[config.mk]
export PLATFORM = sky130hd
export DESIGN_NAME = dbgapb_host
export DESIGN_NICKNAME = d
export VERILOG_FILES = /design/src/rtl/dbgapb_host_pkg.sv /design/src/rtl/dbgapb_host_xfer.sv /design/src/rtl/dbgapb_host.sv
export SDC_FILE = /design/constraint.sdc
export NUM_CORES = 1
export LEC_CHECK = 0
export ABC_AREA = 1
export CORE_ASPECT_RATIO = 0.75
export CORE_MARGIN = 1.5
export CORE_UTILIZATION = 44
export CTS_CLUSTER_DIAMETER = 120
export DETAILED_ROUTE_END_ITERATION = 12
export PLACE_DENSITY = 0.77
export SKIP_LAST_GASP = 1
export SYNTH_ARGS = -nofsm -noshare
export SYNTH_HDL_FRONTEND = slang
export SYNTH_SLANG_ARGS = --single-unit
[constraint.sdc]
create_clock -name pclk -period 2.24 [get_ports pclk]
set_input_delay 0.336 -clock pclk [delete_from_list [all_inputs] [get_ports pclk]]
set_output_delay 0.336 -clock pclk [all_outputs]
set_load 0.1 [all_outputs]
[src/rtl/dbgapb_host_pkg.sv]
// dbgapb_host_pkg: register offsets, debug instruction codes, enums and the per-command step table
package dbgapb_host_pkg;

    localparam logic [7:0] OFF_DBG_EN   = 8'h00;
    localparam logic [7:0] OFF_INST     = 8'h04;
    localparam logic [7:0] OFF_INST_WR  = 8'h08;
    localparam logic [7:0] OFF_WDATA    = 8'h0C;
    localparam logic [7:0] OFF_WDATA_WR = 8'h10;
    localparam logic [7:0] OFF_RDATA    = 8'h14;

    localparam logic [11:0] CODE_ATTACH     = 12'h001;
    localparam logic [11:0] CODE_RESUME     = 12'h002;
    localparam logic [11:0] CODE_INSTREG_WR = 12'h003;
    localparam logic [11:0] CODE_EXECUTE    = 12'h004;
    localparam logic [11:0] CODE_STATUS_RD  = 12'h005;
    localparam logic [11:0] CODE_PC_RD      = 12'h006;
    localparam logic [11:0] CODE_GPR_RD     = 12'h007;
    localparam logic [11:0] CODE_CSR_RD     = 12'h008;
    localparam logic [11:0] CODE_GPR_WR     = 12'h009;
    localparam logic [11:0] CODE_CSR_WR     = 12'h00A;

    localparam logic [3:0] STRB_ALL = 4'hF;

    typedef enum logic [3:0] {
        OP_ATTACH, OP_RESUME, OP_STATUS_RD, OP_PC_RD, OP_GPR_RD,
        OP_CSR_RD, OP_GPR_WR, OP_CSR_WR, OP_EXEC
    } cmd_op_e;

    typedef enum logic [2:0] {ST_IDLE, ST_SETUP, ST_ACCESS, ST_GAP, ST_RESP} state_e;

    // One APB step: register offset, direction, write data, and whether it
    // is followed by the bus-idle gap or ends the command.
    typedef struct packed {
        logic [7:0]  off;
        logic        wr;
        logic [31:0] wd;
        logic        gap;
        logic        last;
    } step_t;

    function automatic step_t mk(input logic [7:0] off, input logic wr, input logic [31:0] wd,
                                 input logic gap, input logic last);
        return {off, wr, wd, gap, last};
    endfunction

    function automatic logic [31:0] inst(input logic [11:0] a, input logic [11:0] c);
        return {4'b0, a, 4'b0, c};
    endfunction

    function automatic logic [11:0] op_code(input cmd_op_e op);
        case (op)
            OP_ATTACH:    return CODE_ATTACH;
            OP_RESUME:    return CODE_RESUME;
            OP_STATUS_RD: return CODE_STATUS_RD;
            OP_PC_RD:     return CODE_PC_RD;
            OP_GPR_RD:    return CODE_GPR_RD;
            OP_CSR_RD:    return CODE_CSR_RD;
            OP_GPR_WR:    return CODE_GPR_WR;
            OP_CSR_WR:    return CODE_CSR_WR;
            default:      return 12'h000;
        endcase
    endfunction

    // Step 0 is always the DBG_EN write; command-specific steps start at 1.
    function automatic step_t get_step(input cmd_op_e op, input logic [2:0] i,
                                       input logic [11:0] a, input logic [31:0] d);
        step_t s;
        logic [31:0] ic;
        ic = inst(a, op_code(op));
        s = mk(OFF_DBG_EN, 1'b1, 32'd1, 1'b0, 1'b0);
        if (i != 3'd0) begin
            case (op)
                OP_ATTACH, OP_RESUME:
                    s = i == 3'd1 ? mk(OFF_INST, 1'b1, inst(12'h0, op_code(op)), 1'b0, 1'b0)
                                  : mk(OFF_INST_WR, 1'b1, 32'd1, 1'b0, 1'b1);
                OP_STATUS_RD, OP_PC_RD, OP_GPR_RD, OP_CSR_RD:
                    s = i == 3'd1 ? mk(OFF_INST, 1'b1, ic, 1'b0, 1'b0)
                      : i == 3'd2 ? mk(OFF_INST_WR, 1'b1, 32'd1, 1'b1, 1'b0)
                                  : mk(OFF_RDATA, 1'b0, 32'd0, 1'b0, 1'b1);
                OP_GPR_WR, OP_CSR_WR:
                    s = i == 3'd1 ? mk(OFF_WDATA, 1'b1, d, 1'b0, 1'b0)
                      : i == 3'd2 ? mk(OFF_WDATA_WR, 1'b1, 32'd1, 1'b0, 1'b0)
                      : i == 3'd3 ? mk(OFF_INST, 1'b1, ic, 1'b0, 1'b0)
                                  : mk(OFF_INST_WR, 1'b1, 32'd1, 1'b0, 1'b1);
                default:
                    s = i == 3'd1 ? mk(OFF_WDATA, 1'b1, d, 1'b0, 1'b0)
                      : i == 3'd2 ? mk(OFF_WDATA_WR, 1'b1, 32'd1, 1'b0, 1'b0)
                      : i == 3'd3 ? mk(OFF_INST, 1'b1, inst(12'h0, CODE_INSTREG_WR), 1'b0, 1'b0)
                      : i == 3'd4 ? mk(OFF_INST_WR, 1'b1, 32'd1, 1'b0, 1'b0)
                      : i == 3'd5 ? mk(OFF_INST, 1'b1, inst(12'h0, CODE_EXECUTE), 1'b0, 1'b0)
                                  : mk(OFF_INST_WR, 1'b1, 32'd1, 1'b0, 1'b1);
            endcase
        end
        return s;
    endfunction

endpackage

[src/rtl/dbgapb_host_xfer.sv]
// dbgapb_host_xfer: one APB transfer (SETUP then ACCESS until pready or timeout)
//   start            load address/data/direction and enter SETUP next cycle
//   ld_addr/ld_wdata/ld_write  transfer parameters sampled with start
//   done/err         combinational completion and error of the current ACCESS cycle
//   psel..pwdata     registered APB master outputs; pready/pslverr APB response
// Optional DBGAPB_HOST_TIMEOUT_EN: abort ACCESS after TIMEOUT wait cycles.
module dbgapb_host_xfer
    import dbgapb_host_pkg::*;
#(
    parameter int TIMEOUT = 1023
) (
    input  logic        pclk,
    input  logic        presetn,
    input  logic        start,
    input  logic [31:0] ld_addr,
    input  logic [31:0] ld_wdata,
    input  logic        ld_write,
    input  logic        pready,
    input  logic        pslverr,
    output logic        psel,
    output logic        penable,
    output logic        pwrite,
    output logic [31:0] paddr,
    output logic [3:0]  pstrb,
    output logic [31:0] pwdata,
    output logic        done,
    output logic        err
);

    logic to;

`ifdef DBGAPB_HOST_TIMEOUT_EN
    logic [9:0] cnt;

    always_ff @(posedge pclk or negedge presetn) begin
        if (!presetn) cnt <= '0;
        else          cnt <= (penable && !pready) ? cnt + 10'd1 : 10'd0;
    end

    assign to = penable && !pready && cnt == 10'(TIMEOUT - 1);
`else
    assign to = 1'b0;
`endif

    assign done = penable && (pready || to);
    assign err  = penable && ((pready && pslverr) || to);

    always_ff @(posedge pclk or negedge presetn) begin
        if (!presetn) begin
            psel    <= 1'b0;
            penable <= 1'b0;
            pwrite  <= 1'b0;
            paddr   <= '0;
            pstrb   <= '0;
            pwdata  <= '0;
        end else if (start) begin
            psel    <= 1'b1;
            penable <= 1'b0;
            pwrite  <= ld_write;
            paddr   <= ld_addr;
            pstrb   <= ld_write ? STRB_ALL : 4'h0;
            pwdata  <= ld_wdata;
        end else if (done) begin
            psel    <= 1'b0;
            penable <= 1'b0;
        end else if (psel) begin
            penable <= 1'b1;
        end
    end

endmodule

[src/rtl/dbgapb_host.sv]
// dbgapb_host: sequences debug commands into APB register accesses on a debug port
//   cmd_valid/cmd_ready/cmd_op/cmd_addr/cmd_wdata  command request
//   rsp_valid/rsp_rdata/rsp_err                    one-cycle completion pulse, data held
//   psel/penable/pwrite/paddr/pstrb/pwdata         APB master; prdata/pready/pslverr response
// Optional DBGAPB_HOST_TIMEOUT_EN: ACCESS phases time out after TIMEOUT cycles.
module dbgapb_host
    import dbgapb_host_pkg::*;
#(
    parameter logic [31:0] PADDR_BASE = 32'h0,
    parameter int          TIMEOUT    = 1023
) (
    input  logic        pclk,
    input  logic        presetn,
    input  logic        cmd_valid,
    output logic        cmd_ready,
    input  logic [3:0]  cmd_op,
    input  logic [11:0] cmd_addr,
    input  logic [31:0] cmd_wdata,
    output logic        rsp_valid,
    output logic [31:0] rsp_rdata,
    output logic        rsp_err,
    output logic        psel,
    output logic        penable,
    output logic        pwrite,
    output logic [31:0] paddr,
    output logic [3:0]  pstrb,
    output logic [31:0] pwdata,
    input  logic [31:0] prdata,
    input  logic        pslverr,
    input  logic        pready
);

    state_e      state, state_n;
    cmd_op_e     op_q, ld_op;
    logic [11:0] addr_q, ld_addr;
    logic [31:0] wdata_q, ld_wdata;
    logic [2:0]  idx, ld_i;
    logic [1:0]  gap_cnt;
    logic        rdy, accept, start, done, xerr, en_done, last_q, gap_q;
    step_t       ld;

    assign cmd_ready = rdy;
    assign accept    = cmd_valid && rdy;

    // The step loaded on entry to SETUP: from the live command on accept
    // (skipping the DBG_EN step once enabled), otherwise the step after idx.
    always_comb begin
        ld_op    = state == ST_IDLE ? cmd_op_e'(cmd_op) : op_q;
        ld_addr  = state == ST_IDLE ? cmd_addr : addr_q;
        ld_wdata = state == ST_IDLE ? cmd_wdata : wdata_q;
        ld_i     = state == ST_IDLE ? {2'b0, en_done} : idx + 3'd1;
        ld       = get_step(ld_op, ld_i, ld_addr, ld_wdata);
    end

    always_comb begin
        state_n = state;
        case (state)
            ST_IDLE:   if (accept) state_n = cmd_op <= 4'd8 ? ST_SETUP : ST_RESP;
            ST_SETUP:  state_n = ST_ACCESS;
            ST_ACCESS: if (done) state_n = (xerr || last_q) ? ST_RESP : gap_q ? ST_GAP : ST_SETUP;
            ST_GAP:    if (gap_cnt == 2'd2) state_n = ST_SETUP;
            default:   state_n = ST_IDLE;
        endcase
        start = state_n == ST_SETUP;
    end

    always_ff @(posedge pclk or negedge presetn) begin
        if (!presetn) state <= ST_IDLE;
        else          state <= state_n;
    end

    always_ff @(posedge pclk or negedge presetn) begin
        if (!presetn) begin
            rdy       <= 1'b0;
            rsp_valid <= 1'b0;
            rsp_err   <= 1'b0;
            rsp_rdata <= '0;
            op_q      <= OP_ATTACH;
            addr_q    <= '0;
            wdata_q   <= '0;
            idx       <= '0;
            gap_cnt   <= '0;
            en_done   <= 1'b0;
            last_q    <= 1'b0;
            gap_q     <= 1'b0;
        end else begin
            rdy       <= state_n == ST_IDLE;
            rsp_valid <= state_n == ST_RESP;
            gap_cnt   <= state == ST_GAP ? gap_cnt + 2'd1 : 2'd0;
            if (accept) begin
                op_q    <= cmd_op_e'(cmd_op);
                addr_q  <= cmd_addr;
                wdata_q <= cmd_wdata;
            end
            if (start) begin
                idx    <= ld_i;
                last_q <= ld.last;
                gap_q  <= ld.gap;
            end
            if (state == ST_ACCESS && done && !xerr && idx == 3'd0) en_done <= 1'b1;
            // Only the RDATA step is a read, so a clean read completion carries the result.
            if (state_n == ST_RESP) begin
                rsp_err   <= state == ST_IDLE || xerr;
                rsp_rdata <= (state == ST_ACCESS && !pwrite && !xerr) ? prdata : 32'd0;
            end
        end
    end

    dbgapb_host_xfer #(.TIMEOUT(TIMEOUT)) u_xfer (
        .pclk     (pclk),
        .presetn  (presetn),
        .start    (start),
        .ld_addr  (PADDR_BASE + {24'b0, ld.off}),
        .ld_wdata (ld.wd),
        .ld_write (ld.wr),
        .pready   (pready),
        .pslverr  (pslverr),
        .psel     (psel),
        .penable  (penable),
        .pwrite   (pwrite),
        .paddr    (paddr),
        .pstrb    (pstrb),
        .pwdata   (pwdata),
        .done     (done),
        .err      (xerr)
    );

endmodule
== Word level (Yosys, flattened, before mapping) ==
Memory sizes are Yosys's and may differ from the RTL's.
Cells that the tools add are included.
Word-level totals
  register bits: 141
  memory bits (read-only): 64
  bits of input ports: 85
  output and inout bits: 106
  word-level logic and storage cells: 99
  memories kept: 2
Cells by class
  add/subtract/negate cells: 2
  magnitude comparators: 1
  equality and inequality tests: 18
  multiplexer cells: 34
  reduce and logical (&&, ||, !) cells: 23
Memory list
  (name not given): depth 8, width 4, rd ports 1, clocked after Yosys merged registers in 0, wr ports 0, line dbgapb_host_pkg.sv:51  | case (op)
  (name not given): depth 8, width 4, rd ports 1, clocked after Yosys merged registers in 0, wr ports 0, line dbgapb_host_pkg.sv:51
Operators by type and width (count)
  $mux 40: 7
  $mux 39: 5
  $pmux 40 s3: 1
  $mux 32: 2
  $mux 12: 3
  $mux 3: 6
  $eq 4x3->1 const B: 4
  $eq 3x2->1 const B: 4
  $pmux 3 s4: 1
  $eq 3x1->1 const B: 3
  $eq 3x3->1 const B: 3
  $logic_and 1x1->1: 9
  $logic_not 3->1: 3
  $eq 4x2->1 const B: 2
  $mux 4: 2
  $reduce_bool 3->1: 2
  $mux 1: 5
  $eq 4x1->1 const B: 1
  $le 4x4->1 const B: 1
  $logic_not 4->1: 1
  $mux 2: 2
  $reduce_or 2->1: 2
  $reduce_or 4->1: 1
  $add 3x1->3 const B: 1
  other kinds (5): 7

== Logic depth before layout (Yosys ltp) ==
Gate-level depths: netlist (run 1).
  depth after elaboration: 11
  gate-level depth with buffers: 17
  gate-level depth less buffers: 16

== Cells and area by module ==
A second synthesis (run 1) with hierarchy kept.
Second synthesis, totals
  cells, all modules: 969
  area total of the unflattened synthesis: 7648.6 µm²
Modules (own cells, without submodules)
  dbgapb_host: instances 1, cells an instance 679, area an instance 5082.4 µm², seq. area each 2352.3 µm²
  dbgapb_host_xfer: instances 1, cells an instance 290, area an instance 2566.2 µm², seq. area each 1676.6 µm²

== Worst setup path before layout (run 1) ==
Ideal clock, no wire load.
  path type: reg-to-reg
  start point: register rdy, in the netlist cmd_ready
  end point: register u_xfer.pstrb[2]
  setup time: 0.123 ns
  arrival time: 2.307 ns
  data required time: 2.117 ns
  path slack: -0.190 ns
  cell stages (with the launch flop): 11
  path buffers: 3
  clock period less this slack: 2.430 ns
  cells stage by stage: dfrtp_1 > nand2_1 > inv_1 > clkbuf_1 > nand3_1 > nand3_2 > nand2_2 > buf_6 > buf_2 > nand2_1 > nand2_1
Between the ends
  cells in the longest elaborated chain, start to end: 4
Ends and longest elaborated chain
  from (decl): line dbgapb_host.sv:39  | logic rdy, accept, start, done, xerr, en_done, last_q, gap_q;
  from (signal assigned): line dbgapb_host.sv:74  | rdy <= 1'b0;
  from (signal assigned): line dbgapb_host.sv:87  | rdy <= state_n == ST_IDLE;
  $logic_and 1x1->1: line dbgapb_host.sv:43  | assign accept = cmd_valid && rdy;
  $mux 3: line dbgapb_host.sv:58  | ST_IDLE: if (accept) state_n = cmd_op <= 4'd8 ? ST_SETUP : ST_RESP;
  $pmux 3 s4: line dbgapb_host.sv:57  | case (state)
  net state_n[0]: line dbgapb_host.sv:33  | state_e state, state_n;
  $eq 3x1->1: line dbgapb_host.sv:64  | start = state_n == ST_SETUP;
  to (signal assigned): line dbgapb_host_xfer.sv:61  | pstrb <= ld_write ? STRB_ALL : 4'h0;
  to (decl): line dbgapb_host_xfer.sv:24  | output logic [3:0] pstrb,
The timed path passes the listed nets, and every way through them passes these cells.
A chain may end at the register's enable or synchronous reset.

== Worst setup path after layout (run 1) ==
  start point: register state[0]
  end point: register u_xfer.paddr[3]
Between the ends
  cells in the longest elaborated chain, start to end: 10
  elaborated cells on any way between the ends: 41
  those cells by class: 16 x eq/ne; 19 x mux; 6 x reduce/logical
Ends and longest elaborated chain
  from (decl): line dbgapb_host.sv:33
  from (signal assigned): line dbgapb_host.sv:69  | else state <= state_n;
  $logic_not 3->1: line dbgapb_host.sv:48, dbgapb_host.sv:51, dbgapb_host.sv:57
  $mux 3: line dbgapb_host.sv:51  | ld_i = state == ST_IDLE ? {2'b0, en_done} : idx + 3'd1;
  $eq 3x3->1: line dbgapb_host_pkg.sv:90  | : i == 3'd5 ? mk(OFF_INST, 1'b1, inst(12'h0, CODE_EXECUTE), 1'b0, 1'b0)
  $mux 39: line dbgapb_host_pkg.sv:90
  $mux 39: line dbgapb_host_pkg.sv:89  | : i == 3'd4 ? mk(OFF_INST_WR, 1'b1, 32'd1, 1'b0, 1'b0)
  $mux 39: line dbgapb_host_pkg.sv:88  | : i == 3'd3 ? mk(OFF_INST, 1'b1, inst(12'h0, CODE_INSTREG_WR), 1'b0, 1'b0)
  $mux 40: line dbgapb_host_pkg.sv:87  | : i == 3'd2 ? mk(OFF_WDATA_WR, 1'b1, 32'd1, 1'b0, 1'b0)
  $mux 40: line dbgapb_host_pkg.sv:86  | s = i == 3'd1 ? mk(OFF_WDATA, 1'b1, d, 1'b0, 1'b0)
  $pmux 40 s3: line dbgapb_host_pkg.sv:72  | case (op)
  $mux 40: line dbgapb_host_pkg.sv:71  | if (i != 3'd0) begin
  to (signal assigned): line dbgapb_host_xfer.sv:60  | paddr <= ld_addr;
  to (decl): line dbgapb_host_xfer.sv:23  | output logic [31:0] paddr,
Several ways; a longest one is shown, not always the timed one.

==> impl_results.md, run 1 <==
* Worst Setup SP: state[0]
* Grt ovf at 0
* #FFs+latches synth at 132
* Worst-path clk slew at 0.06 ns
* Row cnt at 40
* Post-DRT Antenna Nets at 0
* Crit path largest cell delay at 0.42 ns
* Critical-path maximum fanout at 6
* CTS H-tree depth at 4
* Max cap viols at 0
* Cell mode on critical path: nand2_4
* Clock buffer depth at 2
* Post-synthesis sequential area ratio at 46.45%
* Clk_lat worst skew at 0.42 ns
* Status: finished clean
* Arrival time at the worst endpoint at 2.53 ns
* Critical path, cell by cell: nor2_4, nand2_4, nand2_4, nand2_4, ha_1, inv_1, nand2_2, nand3_2, nand2_4, buf_4, buf_4, a21oi_1, nand2_1, nand3_1, nand2_1
* CP Capture Type: flop
* CORE AREA at 0.01592 mm^2
* CTS root buf: clkbuf_16
* Average wire per standard cell at 14.68 um
* Share of the synthesized area in the top cell type at 46.45%
* FMAX at 450.5 MHz
* Fin crit share at 99.10%
* Netlist cell types at 28
* Final Instance Area at 0.009594 mm^2
* Final hold viol count at 0
* Layout cell share with drive strength beyond 1 at 18.57%
* Die Height at 113.1 um
* WP data required at 2.55 ns
* Die Span X at 149.8 um
* TritonCTS Buffers at 17
* Fin cells at 1341
* Worst-margin pin slew at 0.7580 ns
* Via/cell ratio at 5.057
* Global placer's final weighted congestion at 0.8646
* Min-Delay Path Class: in2async
* RSZ-0062 raised after global routing: yes
* Antenna cells at 0
* Synthesized area per cell at 7.548 um^2
* Hpwl dp at 13640 um
* Nets at 1212
* Largest area contributor in the netlist: dfrtp_1
* GRT Total Usage at 23.20%
* Critical path launch point type: flop
* Clock sinks at 132
* Reg2reg start: state[0]
* DR iter-0 viols at 648
* Synth top area cells: dfrtp_1, nand2_1, nand3_1
* Routed via count at 6781
* Detailed Routing Iterations Pass 1 at 6
* Slew Viols, Final at 0
* DRC viols at 0
* P&R area growth vs syn at 34.93%
* Post-Place Cell Area at 0.008855 mm^2
* Vias in the first global route at 6096
* Initial antenna violation count at 0
* Skew final at 0.01124 ns
* Clock period minus worst slack at 2.220 ns
* Port Buf Inserts at 161
* Initial Util at 44.68%
* TritonCTS clock tree: built
* Gate Count Post-Synth at 942
* Yosys warns at 0
* R2r setup slk at 0.02 ns
* Die Area at 0.01694 mm^2
* Largest net degree at the start of global routing at 89
* Final setup viols at 0
* Synthesized area at 0.007111 mm^2
* Fin Hold WS at 0.4136 ns
* Global-route wire length before repair at 31060 um
* Placed cell count at 1302
* Critical-path top delay cell: dfrtp_1
* Total I/O pin count at 191
* Critical path class: reg2reg
* Final wirelength at 19690 um
* Max transition margin at 49.46%
[state kept, by name (all words and copies together), names as in the netlist, 2 cells and up]
signal,count
rsp_rdata,32
gap_cnt,2
u_xfer.pwdata,32
u_xfer.paddr,3
addr_q,12
op_q,4
wdata_q,32
state,3
idx,3
[synthesized netlist by cell type]
library cell / n
o2111ai_1: 1
nand3_1: 143
o22ai_1: 2
ha_1: 8
nand2_2: 2
dfrtp_1: 132
nand4_2: 1
nor2_8: 1
buf_1: 1
inv_2: 5
nor3_1: 2
nor2_1: 12
buf_2: 17
inv_4: 1
nand4_1: 4
buf_4: 36
a31oi_1: 1
buf_6: 7
clkbuf_1: 23
nand2_4: 3
nand3_2: 6
conb_1: 1
nor2_4: 5
o21ai_1: 13
a21oi_1: 8
nand2_1: 325
o21ai_0: 102
inv_1: 80
[through the flow]
step / setup WS (ns) / TNS [ns] / util, %
CTS: 0.007308 / 0 / 59.28
finish: 0.02010 / 0 / 60.28
global placement: -0.05272 / -0.2988 / 55.64
floorplan: 0.005497 / 0 / -
global route: -0.07829 / -1.439 / 60.28
detailed placement: -0.1056 / -2.326 / 55.64
[routing by layer]
metal / global-route usage (%) / part of all wire, % / vias up
met2: 33.79 / 43 / 285
met5: 0 / 0 / -
met1: 35.14 / 48 / 3161
met4: 6.536 / 1.3 / 0
li1: - / - / 3303
met3: 4.234 / 8.1 / 32
[worst paths after layout]
check	end	cells past startpoint
max	u_xfer.paddr[3]	15
max reg2reg	u_xfer.paddr[3]	15
max in group asynchronous	rsp_rdata[21]	3
min	u_xfer.pwdata[7]	2
min in group pclk	gap_cnt[0]	1
min reg2reg	gap_cnt[0]	1
[final cells by class]
type | count | area (um^2)
Clock buffer | 19 | 432.9
Clock inverter | 12 | 133.9
Fill cell | 1426 | 6321
Inverter | 86 | 332.8
Multi-Input combinational cell | 668 | 3164
Sequential cell | 132 | 3304
Tap cell | 210 | 262.8
Timing Repair Buffer | 214 | 1963
[timing repair]
action,CTS,global route
gates resized for setup,1,32
buffers inserted,0,6
setup endpoints to repair,20,37
hold buffers,1,0
gates cloned,0,1
pin swaps,1,7
endpoints found under the hold margin,47,0
[critical path: cells and delay by family, from the launching register on]
| kind | cells | cell delay [ns] |
|---|---|---|
| flip-flops | 1 | 0.42 |
| buffers and inverters | 3 | 0.35 |
| AND/OR/NAND/NOR | 10 | 1.04 |
| adder cells (fa/ha/maj) | 1 | 0.19 |
| AO/OA/AOI/OAI | 1 | 0.11 |
[layout by cell type, fill, tap and decap left out, types with 3 or more instances in the layout]
cell type	Yosys	layout
a21oi_1	8	8
buf_12	0	10
buf_4	36	118
clkbuf_16	0	18
clkdlybuf4s50_1	0	83
clkinv_2	0	3
clkinv_4	0	4
conb_1	1	29
dfrtp_1	132	131
ha_1	8	7
inv_1	80	76
inv_2	5	7
nand2_1	325	312
nand2_2	2	10
nand2_4	3	8
nand3_1	143	139
nand3_2	6	9
nand4_1	4	4
nor2_1	12	10
nor2_4	5	5
o21ai_0	102	100
o21ai_1	13	14
[cell families (layout without fill, tap and decap cells)]
| family | Yosys count | count (layout) | share of synthesized area [%] |
|---|---|---|---|
| compound gates | 127 | 127 | 9.045 |
| simple gates | 504 | 504 | 31.09 |
| flops | 132 | 132 | 46.45 |
| buf+inv | 170 | 331 | 11.95 |
| fa+ha+maj | 8 | 8 | 1.408 |
| other cells | 1 | 29 | 0.05274 |
Power of run 1 is left out: the tool's default activity adds up to more than one toggle a clock period on the data nets, which glitch-free logic cannot reach.
==> run 2: changes to the inputs <==
clock period = 2 ns   (was 2.24 ns; I/O delays follow)
==> run 2 against run 1 <==
- the flow now finishes with violations (setup timing)
- design area grew 5.5%
- critical path depth stayed put
- global-route usage rose by 1.3 points
==> impl_results.md, run 2 (synthesis results as in run 1) <==
* Final Util at 63.62% (was 60.28%)
* Final WS setup at -0.2046 ns (was 0.02010 ns)
* Global-route wire length before repair at 32420 um (was 31060 um)
* Nets at 1238 (was 1212)
* Die Area at 0.01694 mm^2 (unchanged)
* Crit path depth at 15 (unchanged)
* Skew final at 0.007776 ns (was 0.01124 ns)
* Critical path class: reg2reg (unchanged)
* Worst-path clk slew at 0.06 ns (about the same)
* CORE AREA at 0.01592 mm^2 (unchanged)
* FMAX at 453.6 MHz (was 450.5 MHz)
* GRT Total Usage at 24.45% (was 23.20%)
* R2r setup slk at -0.20 ns (was 0.02 ns)
* Final setup viols at 37 (was 0)
* Fin crit share at 110.2% (was 99.10%)
* DR iter-0 viols at 542 (was 648)
* Critical-path maximum fanout at 6 (unchanged)
* Grt ovf at 0 (unchanged)
* Most frequent cells in the layout: nand2_1, dfrtp_1, buf_4 (was nand2_1, nand3_1, dfrtp_1)
* Largest regs: rsp_rdata: 32 flops, u_xfer.pwdata: 32 flops, wdata_q: 32 flops (unchanged)
* Via/cell ratio at 5.098 (was 5.057)
* Register-to-Register Path Depth at 15 (unchanged)
* Status: complete, but fails checks (was finished clean)
* Row cnt at 40 (unchanged)
* Crit path largest cell delay at 0.41 ns (was 0.42 ns)
* Clock buffer depth at 2 (unchanged)
* Die Height at 113.1 um (unchanged)
* TritonCTS Buffers at 17 (unchanged)
* Crit path to: u_xfer.pwdata[1] (was u_xfer.paddr[3])
* Post-Place Cell Area at 0.009129 mm^2 (was 0.008855 mm^2)
* Global placer's final weighted congestion at 0.9123 (was 0.8646)
* Buf+Inv Stages, Crit Path at 3 (unchanged)
* TritonCTS clock tree: built (unchanged)
* Layout cell share with drive strength beyond 1 at 23.27% (was 18.57%)
* Clock period minus worst slack at 2.205 ns (was 2.220 ns)
* Critical-path top delay cell: dfrtp_1 (unchanged)
* Average wire per standard cell at 14.74 um (was 14.68 um)
* Slew Viols, Final at 0 (unchanged)
* Worst Setup SP: state[0] (unchanged)
* Fin cells at 1366 (was 1341)
* Reg2reg end: u_xfer.pwdata[1] (was u_xfer.paddr[3])
* Reg2reg start: state[0] (unchanged)
* Detailed Routing Iterations Pass 1 at 5 (was 6)
* Placed cell count at 1321 (was 1302)
* Max cap viols at 0 (unchanged)
* Worst-margin pin slew at 0.7542 ns (was 0.7580 ns)
* Top delay family on crit path: simple AND/OR/NAND/NOR gates (unchanged)
* Critical path launch point type: flop (unchanged)
* Final hold viol count at 0 (unchanged)
* CTS root buf: clkbuf_16 (unchanged)
* Hpwl dp at 13770 um (was 13640 um)
* Clock sinks at 132 (unchanged)
* Initial antenna violation count at 0 (unchanged)
* P&R area growth vs syn at 42.41% (was 34.93%)
* Total I/O pin count at 191 (unchanged)
* Antenna cells at 0 (unchanged)
* Failing checks: setup timing
* Leading cell type in the layout, fill and taps excluded: nand2_1 (unchanged)
* Routed via count at 6964 (was 6781)
* Arrival time at the worst endpoint at 2.57 ns (was 2.53 ns)
* Max transition margin at 49.72% (was 49.46%)
* CP Capture Type: flop (unchanged)
* Critical path, cell by cell: nor2_4, nand2_4, nand2_4, nand2_8, ha_4, nor2_4, inv_4, nand3_4, nand2_4, nor2_4, inv_2, buf_4, nand3_1, nand2_1, nand2_1 (was nor2_4, nand2_4, nand2_4, nand2_4, ha_1, inv_1, nand2_2, nand3_2, nand2_4, buf_4, buf_4, a21oi_1, nand2_1, nand3_1, nand2_1)
* DRC viols at 0 (unchanged)
* Initial Util at 44.68% (unchanged)
* Largest net degree at the start of global routing at 89 (unchanged)
* CTS H-tree depth at 4 (unchanged)
* Min-Delay Path Class: in2async (unchanged)
* Port Buf Inserts at 161 (unchanged)
* RSZ-0062 raised after global routing: yes (unchanged)
* Post-DRT Antenna Nets at 0 (unchanged)
* Die Span X at 149.8 um (unchanged)
* Clk_lat worst skew at 0.43 ns (was 0.42 ns)
* Final Instance Area at 0.01013 mm^2 (was 0.009594 mm^2)
* Vias in the first global route at 6382 (was 6096)
* Final wirelength at 20140 um (was 19690 um)
* WP data required at 2.36 ns (was 2.55 ns)
-- run 2: routing by layer --
layer / vias to the layer above / wire, um / share of wire, % / track usage, %
li1: 3365 / - / - / -
met1: 3275 / 9370 / 47 / 36.54
met2: 284 / 8774 / 44 / 34.72
met3: 40 / 1546 / 7.7 / 5.363
met4: 0 / 448 / 2.2 / 8.758
met5: - / 0 / 0 / 0
-- run 2: timing repair --
action                                 CTS  global route
setup endpoints to repair               41            46
cloned                                   2             0
endpoints found under the hold margin   39             0
pin swaps                               21            18
setup buffers                            7             5
gates resized for setup                 47            29
hold buffers                             1             0
-- run 2: final cells by class --
type,count,area [um^2]
clock inverters,12,133.9
well taps,210,262.8
fillers,1364,5789
multi-input cells,668,3366
clock buffers,18,439.2
flip-flops and latches,132,3308
repair buffers,240,2271
inverters,86,345.3
-- run 2: worst reg2reg max path: stages (launching register included) --
cell	delay, ns
dfrtp_1	0.41
nor2_4	0.23
nand2_4	0.13
nand2_4	0.12
nand2_8	0.08
ha_4	0.18
nor2_4	0.12
inv_4	0.06
nand3_4	0.08
nand2_4	0.09
nor2_4	0.16
inv_2	0.09
buf_4	0.15
nand3_1	0.10
nand2_1	0.09
nand2_1	0.06
-- run 2: how the worst min path moves through the flow --
stage               slack [ns]                 to    start  cells past startpoint
detailed placement        0.24  u_xfer.pwdata[11]  presetn                      1
CTS                       0.35  u_xfer.pwdata[11]  presetn                      2
finish                    0.35  u_xfer.pwdata[11]  presetn                      2
global route              0.37  u_xfer.pwdata[11]  presetn                      2
global placement          0.24        wdata_q[11]  presetn                      1
floorplan                0.004          addr_q[0]  presetn                      0
-- run 2: through the flow --
| step | hold WS [ns] | TNS [ns] | worst slack, ns |
|---|---|---|---|
| after floorplan | 0.004409 | -2.210 | -0.1065 |
| after global placement | 0.2388 | -6.358 | -0.2185 |
| after detailed placement | 0.2389 | -9.005 | -0.2937 |
| after CTS | 0.3499 | -3.333 | -0.1199 |
| after global routing | 0.3735 | -9.413 | -0.3020 |
| final | 0.3517 | -5.654 | -0.2046 |
Power of run 2 is left out for the same reason.
